`src/rtl/ofdm_pkg.sv`:
```
// rtl/ofdm_pkg.sv - shared OFDM constants: modulation encodings, NSD, bits-per-subcarrier lookups
package ofdm_pkg;

    typedef enum logic [1:0] {
        MODE_BPSK  = 2'b00,
        MODE_QPSK  = 2'b01,
        MODE_QAM16 = 2'b10,
        MODE_QAM64 = 2'b11
    } mode_t;

    localparam int NSD = 48;

    function automatic logic [2:0] nbpsc(input mode_t m);
        case (m)
            MODE_BPSK:  nbpsc = 3'd1;
            MODE_QPSK:  nbpsc = 3'd2;
            MODE_QAM16: nbpsc = 3'd4;
            default:    nbpsc = 3'd6;
        endcase
    endfunction

    function automatic logic [8:0] ncbps(input mode_t m);
        case (m)
            MODE_BPSK:  ncbps = 9'd48;
            MODE_QPSK:  ncbps = 9'd96;
            MODE_QAM16: ncbps = 9'd192;
            default:    ncbps = 9'd288;
        endcase
    endfunction

endpackage

```
`src/rtl/demap_axis_slicer.sv`:
```
// rtl/demap_axis_slicer.sv - one-axis hard slicer (bA,bB,bC); weak flag only with DEMAP_WEAKCNT_EN
module demap_axis_slicer
    import ofdm_pkg::*;
#(
    parameter int W    = 16,
    parameter int FRAC = 8
`ifdef DEMAP_WEAKCNT_EN
    ,
    parameter int MARGIN = 32
`endif
) (
    input  logic signed [W-1:0] x,
    input  mode_t               mode,
    output logic [2:0]          bits
`ifdef DEMAP_WEAKCNT_EN
    ,
    output logic                weak
`endif
);

    localparam logic [W-1:0] U2 = W'(2 << FRAC);
    localparam logic [W-1:0] U4 = W'(4 << FRAC);
    localparam logic [W-1:0] U6 = W'(6 << FRAC);

    logic [W-1:0] a;

    // -(most negative) does not exist in W bits, so it saturates
    always_comb begin
        a = x;
        if (x[W-1]) begin
            if (x == {1'b1, {(W-1){1'b0}}}) a = {1'b0, {(W-1){1'b1}}};
            else                            a = -x;
        end
    end

    always_comb begin
        bits    = 3'b000;
        bits[0] = ~x[W-1];
        case (mode)
            MODE_QAM16: bits[1] = (a < U2);
            MODE_QAM64: begin
                bits[1] = (a < U4);
                bits[2] = (a >= U2) && (a < U6);
            end
            default: ;
        endcase
    end

`ifdef DEMAP_WEAKCNT_EN
    localparam logic [W-1:0] MG = W'(MARGIN);

    function automatic logic near(input logic [W-1:0] v, input logic [W-1:0] t);
        near = ((v >= t) ? (v - t) : (t - v)) < MG;
    endfunction

    always_comb begin
        weak = near(a, '0);
        if (mode == MODE_QAM16 || mode == MODE_QAM64) weak = weak | near(a, U2);
        if (mode == MODE_QAM64) weak = weak | near(a, U4) | near(a, U6);
    end
`endif

endmodule

```
`src/rtl/ofdm_demapper_serializer.sv`:
```
// rtl/ofdm_demapper_serializer.sv - hard demapper + bit serializer with symbol framing
// Optional near-boundary counter enabled by macro DEMAP_WEAKCNT_EN.
module ofdm_demapper_serializer #(
    parameter int W    = 16,
    parameter int FRAC = 8,
    parameter int NSD  = 48
`ifdef DEMAP_WEAKCNT_EN
    ,
    parameter int MARGIN = 32
`endif
) (
    input  logic                clock,
    input  logic                reset,
    input  logic [1:0]          mode,
    input  logic signed [W-1:0] in_i,
    input  logic signed [W-1:0] in_q,
    input  logic                in_valid,
    output logic                in_ready,
    output logic                out_data,
    output logic                out_valid,
    output logic                out_last,
    output logic [5:0]          weak_cnt
);
    import ofdm_pkg::*;

    logic [2:0] rem;
    logic [4:0] shreg;
    logic [5:0] sc;
    mode_t      mode_q;
    logic       cur_last;

    mode_t      mode_eff;
    logic [2:0] nb;
    logic [5:0] bits;
    logic [2:0] bi, bq;
    logic       accept, sc_last;

    assign in_ready = (rem == 3'd0);
    assign accept   = in_valid && in_ready;
    assign sc_last  = (sc == 6'(NSD - 1));
    // mode input only matters on the first subcarrier of a symbol
    assign mode_eff = (sc == 6'd0) ? mode_t'(mode) : mode_q;
    assign nb       = nbpsc(mode_eff);

`ifdef DEMAP_WEAKCNT_EN
    logic wi, wq, weak;

    demap_axis_slicer #(.W(W), .FRAC(FRAC), .MARGIN(MARGIN)) u_slice_i (
        .x(in_i), .mode(mode_eff), .bits(bi), .weak(wi)
    );
    demap_axis_slicer #(.W(W), .FRAC(FRAC), .MARGIN(MARGIN)) u_slice_q (
        .x(in_q), .mode(mode_eff), .bits(bq), .weak(wq)
    );

    assign weak = wi | ((mode_eff != MODE_BPSK) & wq);
`else
    demap_axis_slicer #(.W(W), .FRAC(FRAC)) u_slice_i (
        .x(in_i), .mode(mode_eff), .bits(bi)
    );
    demap_axis_slicer #(.W(W), .FRAC(FRAC)) u_slice_q (
        .x(in_q), .mode(mode_eff), .bits(bq)
    );
`endif

    always_comb begin
        bits = 6'b000000;
        case (mode_eff)
            MODE_BPSK:  bits = {5'b00000, bi[0]};
            MODE_QPSK:  bits = {4'b0000, bq[0], bi[0]};
            MODE_QAM16: bits = {2'b00, bq[1:0], bi[1:0]};
            default:    bits = {bq, bi};
        endcase
    end

    always_ff @(posedge clock) begin
        if (reset) begin
            rem       <= 3'd0;
            shreg     <= 5'd0;
            sc        <= 6'd0;
            mode_q    <= MODE_BPSK;
            cur_last  <= 1'b0;
            out_data  <= 1'b0;
            out_valid <= 1'b0;
            out_last  <= 1'b0;
        end else if (accept) begin
            out_data  <= bits[0];
            shreg     <= bits[5:1];
            rem       <= nb - 3'd1;
            out_valid <= 1'b1;
            out_last  <= (nb == 3'd1) && sc_last;
            cur_last  <= sc_last;
            sc        <= sc_last ? 6'd0 : sc + 6'd1;
            if (sc == 6'd0) mode_q <= mode_eff;
        end else if (rem != 3'd0) begin
            out_data  <= shreg[0];
            shreg     <= {1'b0, shreg[4:1]};
            rem       <= rem - 3'd1;
            out_valid <= 1'b1;
            out_last  <= (rem == 3'd1) && cur_last;
        end else begin
            out_data  <= 1'b0;
            out_valid <= 1'b0;
            out_last  <= 1'b0;
        end
    end

`ifdef DEMAP_WEAKCNT_EN
    logic [5:0] weak_acc, weak_pend;

    // total is parked in weak_pend until the symbol's last bit goes out
    always_ff @(posedge clock) begin
        if (reset) begin
            weak_acc  <= 6'd0;
            weak_pend <= 6'd0;
            weak_cnt  <= 6'd0;
        end else if (accept) begin
            if (sc_last) begin
                weak_acc  <= 6'd0;
                weak_pend <= weak_acc + {5'd0, weak};
                if (nb == 3'd1) weak_cnt <= weak_acc + {5'd0, weak};
            end else begin
                weak_acc <= weak_acc + {5'd0, weak};
            end
        end else if (rem == 3'd1 && cur_last) begin
            weak_cnt <= weak_pend;
        end
    end
`else
    assign weak_cnt = 6'd0;
`endif

endmodule
```
`config.mk`:
```
export PLATFORM = sky130hd
export DESIGN_NAME = ofdm_demapper_serializer
export DESIGN_NICKNAME = d
export VERILOG_FILES = /design/src/rtl/ofdm_pkg.sv /design/src/rtl/demap_axis_slicer.sv /design/src/rtl/ofdm_demapper_serializer.sv
export SDC_FILE = /design/constraint.sdc
export NUM_CORES = 1
export LEC_CHECK = 0
export ABC_AREA = 1
export BUFFER_PORTS_ARGS = -buffer_cell sky130_fd_sc_hd__buf_2
export CORE_MARGIN = 3
export CORE_UTILIZATION = 58
export CTS_CLUSTER_SIZE = 10
export DETAILED_ROUTE_END_ITERATION = 12
export PLACE_DENSITY = 0.82
export SYNTH_ARGS = -nofsm -noshare
export SYNTH_HDL_FRONTEND = slang
export SYNTH_HIERARCHICAL = 1
export SYNTH_SLANG_ARGS = --single-unit
```
`constraint.sdc`:
```
create_clock -name clock -period 4.84 [get_ports clock]
set_input_delay 0 -clock clock [delete_from_list [all_inputs] [get_ports clock]]
set_output_delay 0 -clock clock [all_outputs]
set_load 0.1 [all_outputs]
```
* Yosys cells after proc, flatten, opt, wreduce, memory -nomap -nowiden
Index checks and enable logic that the tools add are counted.
Widths: inputs -> output; s select.
** Storage, ports and cells
- Register bits :: 20
- Bits of input ports :: 37
- Output and inout bits :: 10
- Logic and storage cells :: 64
** Operators by class
- $add $sub $neg :: 5
- $lt $le $gt $ge :: 8
- Eq/ne operators :: 8
- Multiplexer cells :: 22
- Bitwise logic cells :: 2
- Reduce and logical (&&, ||, !) cells :: 11
** Operator list (count)
- $lt 16x11->1 const B :: 4
- $mux 16 :: 4
- $eq 16x16->1 const B :: 2
- $ge 16x10->1 const B :: 2
- $lt 16x10->1 const B :: 2
- $neg 16->16 :: 2
- $pmux 6 s3 :: 1
- $mux 5 :: 2
- $pmux 3 s3 :: 1
- $mux 1 :: 8
- $add 6x1->6 const B :: 1
- $eq 3x1->1 const B :: 2
- $eq 6x6->1 const B :: 1
- $logic_not 6->1 :: 1
- $mux 3 :: 2
- $mux 6 :: 1
- $sub 3x1->3 const B :: 2
- $logic_and 1x1->1 :: 5
- $eq 2x2->1 const B :: 2
- $pmux 1 s2 :: 2
- $logic_not 3->1 :: 1
- $reduce_bool 3->1 :: 1
- $eq 2x1->1 const B :: 1
- $logic_not 2->1 :: 1
- 4 further kinds :: 5

* Logic depth before layout (Yosys ltp)
- Depth in word-level cells :: 8
- Mapped depth :: 18
- Depth with buffers taken out :: 18

* Modules after synthesis
Netlist, hierarchy kept.
** Modules (own cells, without submodules)
- ofdm_demapper_serializer :: instances 1, cells each 152, area an instance 1118.6 um^2, sequential area each 400.4 um^2
- demap_axis_slicer :: instances 2, cells each 93, area an instance 429.2 um^2, sequential area each 0.0 um^2

* Least setup slack after synthesis
OpenSTA, ideal clock, no wires.
- Kind :: register to register
- Start point :: register rem[0]
- End point :: register shreg[1]
- Library setup time :: 0.070 ns
- Arrival time :: 1.932 ns
- Data required time :: 4.770 ns
- Setup slack :: 2.839 ns
- Cell stages (with the launch flop) :: 13
- Buffers on the path :: 0
- Period minus slack after synthesis :: 2.001 ns
- Path through :: dfxtp_1 inv_1 ha_1 inv_1 nor2_4 inv_1 nor2_4 inv_1 o21ai_0 inv_1 nand2_1 inv_1 a21oi_1
** On the way
- Longest elaborated chain between the ends :: 3
- Elaborated cells on any way between the ends :: 5
- Classes of those cells :: mux (1); reduce/logical (4)
** Ends and longest elaborated chain
- start: declaration :: line ofdm_demapper_serializer.sv:26 : logic [2:0] rem;
- start signal: assignment :: line ofdm_demapper_serializer.sv:88 : rem <= nb - 3'd1;
- start signal: assignment :: line ofdm_demapper_serializer.sv:97 : rem <= rem - 3'd1;
- $logic_not 3->1 (*) :: line ofdm_demapper_serializer.sv:38 : assign in_ready = (rem == 3'd0);
- named net in_ready :: line ofdm_demapper_serializer.sv:18 : output logic in_ready,
- $logic_and 1x1->1 (*) :: line ofdm_demapper_serializer.sv:39 : assign accept = in_valid && in_ready;
- $mux 5 or $reduce_bool 2->1 (tied branches)
- end signal: assignment :: line ofdm_demapper_serializer.sv:87 : shreg <= bits[5:1];
- end signal: assignment :: line ofdm_demapper_serializer.sv:96 : shreg <= {1'b0, shreg[4:1]};
- end: declaration :: line ofdm_demapper_serializer.sv:27 : logic [4:0] shreg;
The timed path passes the listed nets; every way through them passes the cells marked *.
A chain may end at the register's enable or synchronous reset.

* Worst setup path after layout
- Start point :: register sc[1]
- End point :: register shreg[0]
** On the way
- Longest elaborated chain between the ends :: 6
- Elaborated cells on any way between the ends :: 9
- Classes of those cells :: eq/ne (3); mux (4); reduce/logical (2)
** Ends and longest elaborated chain
- start: declaration :: line ofdm_demapper_serializer.sv:28 : logic [5:0] sc;
- start signal: assignment :: line ofdm_demapper_serializer.sv:92 : sc <= sc_last ? 6'd0 : sc + 6'd1;
- $logic_not 6->1 (*) :: line ofdm_demapper_serializer.sv:42 : assign mode_eff = (sc == 6'd0) ? mode_t'(mode) : mode_q;
- $mux 2 (*) :: line ofdm_demapper_serializer.sv:42
- named net mode_eff[1] :: line ofdm_demapper_serializer.sv:32 : mode_t mode_eff;
- $eq 2x2->1 :: line demap_axis_slicer.sv:39 : case (mode)
- $pmux 1 s2 (*) :: line demap_axis_slicer.sv:39
- named net bi[1] :: line ofdm_demapper_serializer.sv:35 : logic [2:0] bi, bq;
- $pmux 6 s3 (*) :: line ofdm_demapper_serializer.sv:67 : case (mode_eff)
- $mux 5 (*) :: line ofdm_demapper_serializer.sv:85 : end else if (accept) begin
Marked as above.

==> metrics <==
status finished, final reports clean; # nets final 426; synth unique cells 30; Max-Cap Viols 0; peak supply drop 255 µV; Post-synth EDFFs 0; vias in the first global route 1866; Main synth FF type dfxtp_1; delay-heaviest family, CP simple AND/OR/NAND/NOR gates; Syn-to-layout area delta 14.3%; # DRC 0; commonest non-fill, non-tap cell in the layout nand2_1; RSZ-0062 raised after global routing no; n_diodes 0; CTS buffer count 3; Die X 64.4 µm; layout cells sized above 1 0.247; RePlAce Congestion 0.832; Finished Cell Area 2260 µm²; nature of the critical path startpoint flop; CTS tree yes; cell row count 20; Seq/Total Area, Yosys 0.203; Root Buffer clkbuf_4; pwr dens 356 nW/µm²; leakage 1.21 nW; die area 4140 µm²; area of the core 3150 µm²; kind of critical path reg2reg; CTS Buffer Depth 2; DRT Pass-1 Iters 4; total power 0.805 mW; Num Clock Sinks 20; Worst path slowest cell dfxtp_1; final hold vios 0; DP HPWL 3.41 mm; Slew Viols, Final 0; max incr delay on CP 0.39 ns; DR WL/cell 9.72 µm; Synth Register Bits 20; Clock Latency Late Sink 0.31 ns; gr ovfl total 0; CP endpoint kind flop; critical-path cell list inv_1 > ha_1 > nand3_4 > nand2_1 > nand2_2 > inv_1 > nor2_1 > nand3_1 > nor2_1 > and2_1 > inv_1 > nand2_1 > nand2_1 > nor2_1 > nor2_1 > nor2_1; CP max FO 9; most frequent cells in the layout nand2_1 (86), inv_1 (51), nor2_1 (45), buf_2 (40), nand3_1 (26); HP Class in2reg; CP Data Arrival Time 2.18 ns; area of placed instances 2180 µm²; H-tree Lvls 1; Vert. Die Dim 64.4 µm; fillers 309; final worst path period need 1.93 ns; via count 2067; CP dominant cell by count nor2_1; Post-CTS Setup Bufs 0; buffers added on ports 40; Sum Neg Setup Slack 0 ns; initial antenna violation count 0; antenna viol nets, final 0; required time worst endpoint 5.09 ns; yosys warns 6; ys async rst share 0; Clock Skews 0.00733 ns; largest net degree at the start of global routing 15; Fmax 519 MHz; Final Util 0.717; Syn Inst Count 338; fin crit share 0.398; first-pass GRT wire length 7.49 mm; endpoints failing setup 0; Worst-path clk slew 0.10 ns; drt via density 4.86; Initial Utilization 0.627; Post-Syn Area 1980 µm²; Ports 47; cts repair resizes 0; 1st-iter DRT viols 101; Buf/Inv on CP 3; Post-Syn Area per Cell 5.85 µm²; GRT Resource Usage Total 0.223; WL final 4.13 mm
state kept, by name (all words and copies together) (netlist names):
register and cells:
cur_last 1, mode_q 2, out_data 1, out_last 1
out_valid 1, rem 3, sc 6, shreg 5
path summary, 6_finish.rpt:
check	end	from	slack, ns	cells past startpoint
max	shreg[0]$_SDFFE_PP0P_	sc[1]$_SDFFE_PP0P_	2.91	16
min	out_data$_SDFF_PP0_	in_i[15]	0.14	4
max reg2reg	shreg[0]$_SDFFE_PP0P_	sc[1]$_SDFFE_PP0P_	2.91	16
min reg2reg	shreg[4]$_SDFFE_PP0P_	shreg[4]$_SDFFE_PP0P_	0.47	2
power by group:
part	switching, mW	internal, mW	leakage, nW
Clock	0.0528	0.0460	0.0210
Sequential	0.0263	0.207	0.164
Combinational	0.335	0.138	1.02
Total	0.414	0.391	1.21
Yosys cell counts, drive strengths merged (3+ instances only):
library cell / number / area [µm²]
nand2: 102 / 428
nor2: 67 / 332
inv: 55 / 206
nand3: 30 / 178
dfxtp: 20 / 400
o21ai: 16 / 83.8
a21oi: 12 / 63.8
buf: 9 / 63.8
ha: 7 / 87.6
nor3: 5 / 36.3
nand4: 4 / 25.0
xor2: 3 / 26.3
metal layers:
layer / share of wire / wire [µm] / track usage
met5: 0 / 0 / 0
met4: 0.015 / 61 / 0.0580
met3: 0.043 / 178 / 0.0492
met2: 0.47 / 1950 / 0.378
met1: 0.47 / 1940 / 0.285
per-stage QoR:
stage                     worst slack (ns)  hold WS [ns]  instances
final                                 2.91         0.144        425
after global routing                  2.64         0.194        425
after CTS                             2.90         0.133        425
after detailed placement              2.93         0.279        417
after global placement                3.00         0.275        417
after floorplan                       2.84         0.142        343
cell type report:
type                    count  area, µm²  area share
flip-flops and latches     20        400       0.177
clock buffers               4       36.3      0.0161
well taps                  44       55.1      0.0244
inverters                  55        206      0.0914
repair buffers             44        240       0.106
multi-input cells         258       1320       0.585
worst reg2reg max path: stages, from the launching register on:
cell     delay [ns]
dfxtp_1        0.39
inv_1          0.07
ha_1           0.23
nand3_4        0.14
nand2_1        0.10
nand2_2        0.14
inv_1          0.06
nor2_1         0.13
nand3_1        0.09
nor2_1         0.08
and2_1         0.12
inv_1          0.03
nand2_1        0.05
nand2_1        0.05
nor2_1         0.09
nor2_1         0.04
nor2_1         0.08
cells by family after synthesis:
kind of cell | after synthesis | synth area share
simple gates | 213 | 0.522
flops | 20 | 0.203
other cells | 1 | 0.00190
xor+xnor | 3 | 0.0133
fa+ha+maj | 7 | 0.0443
compound gates | 29 | 0.0778
buf+inv | 65 | 0.139
timing repair:
item,CTS,global route
hold endpoints to repair,9,0
endpoints found under the setup margin,0,0
hold buffers,4,0
Power figures use the tool's default switching activity.
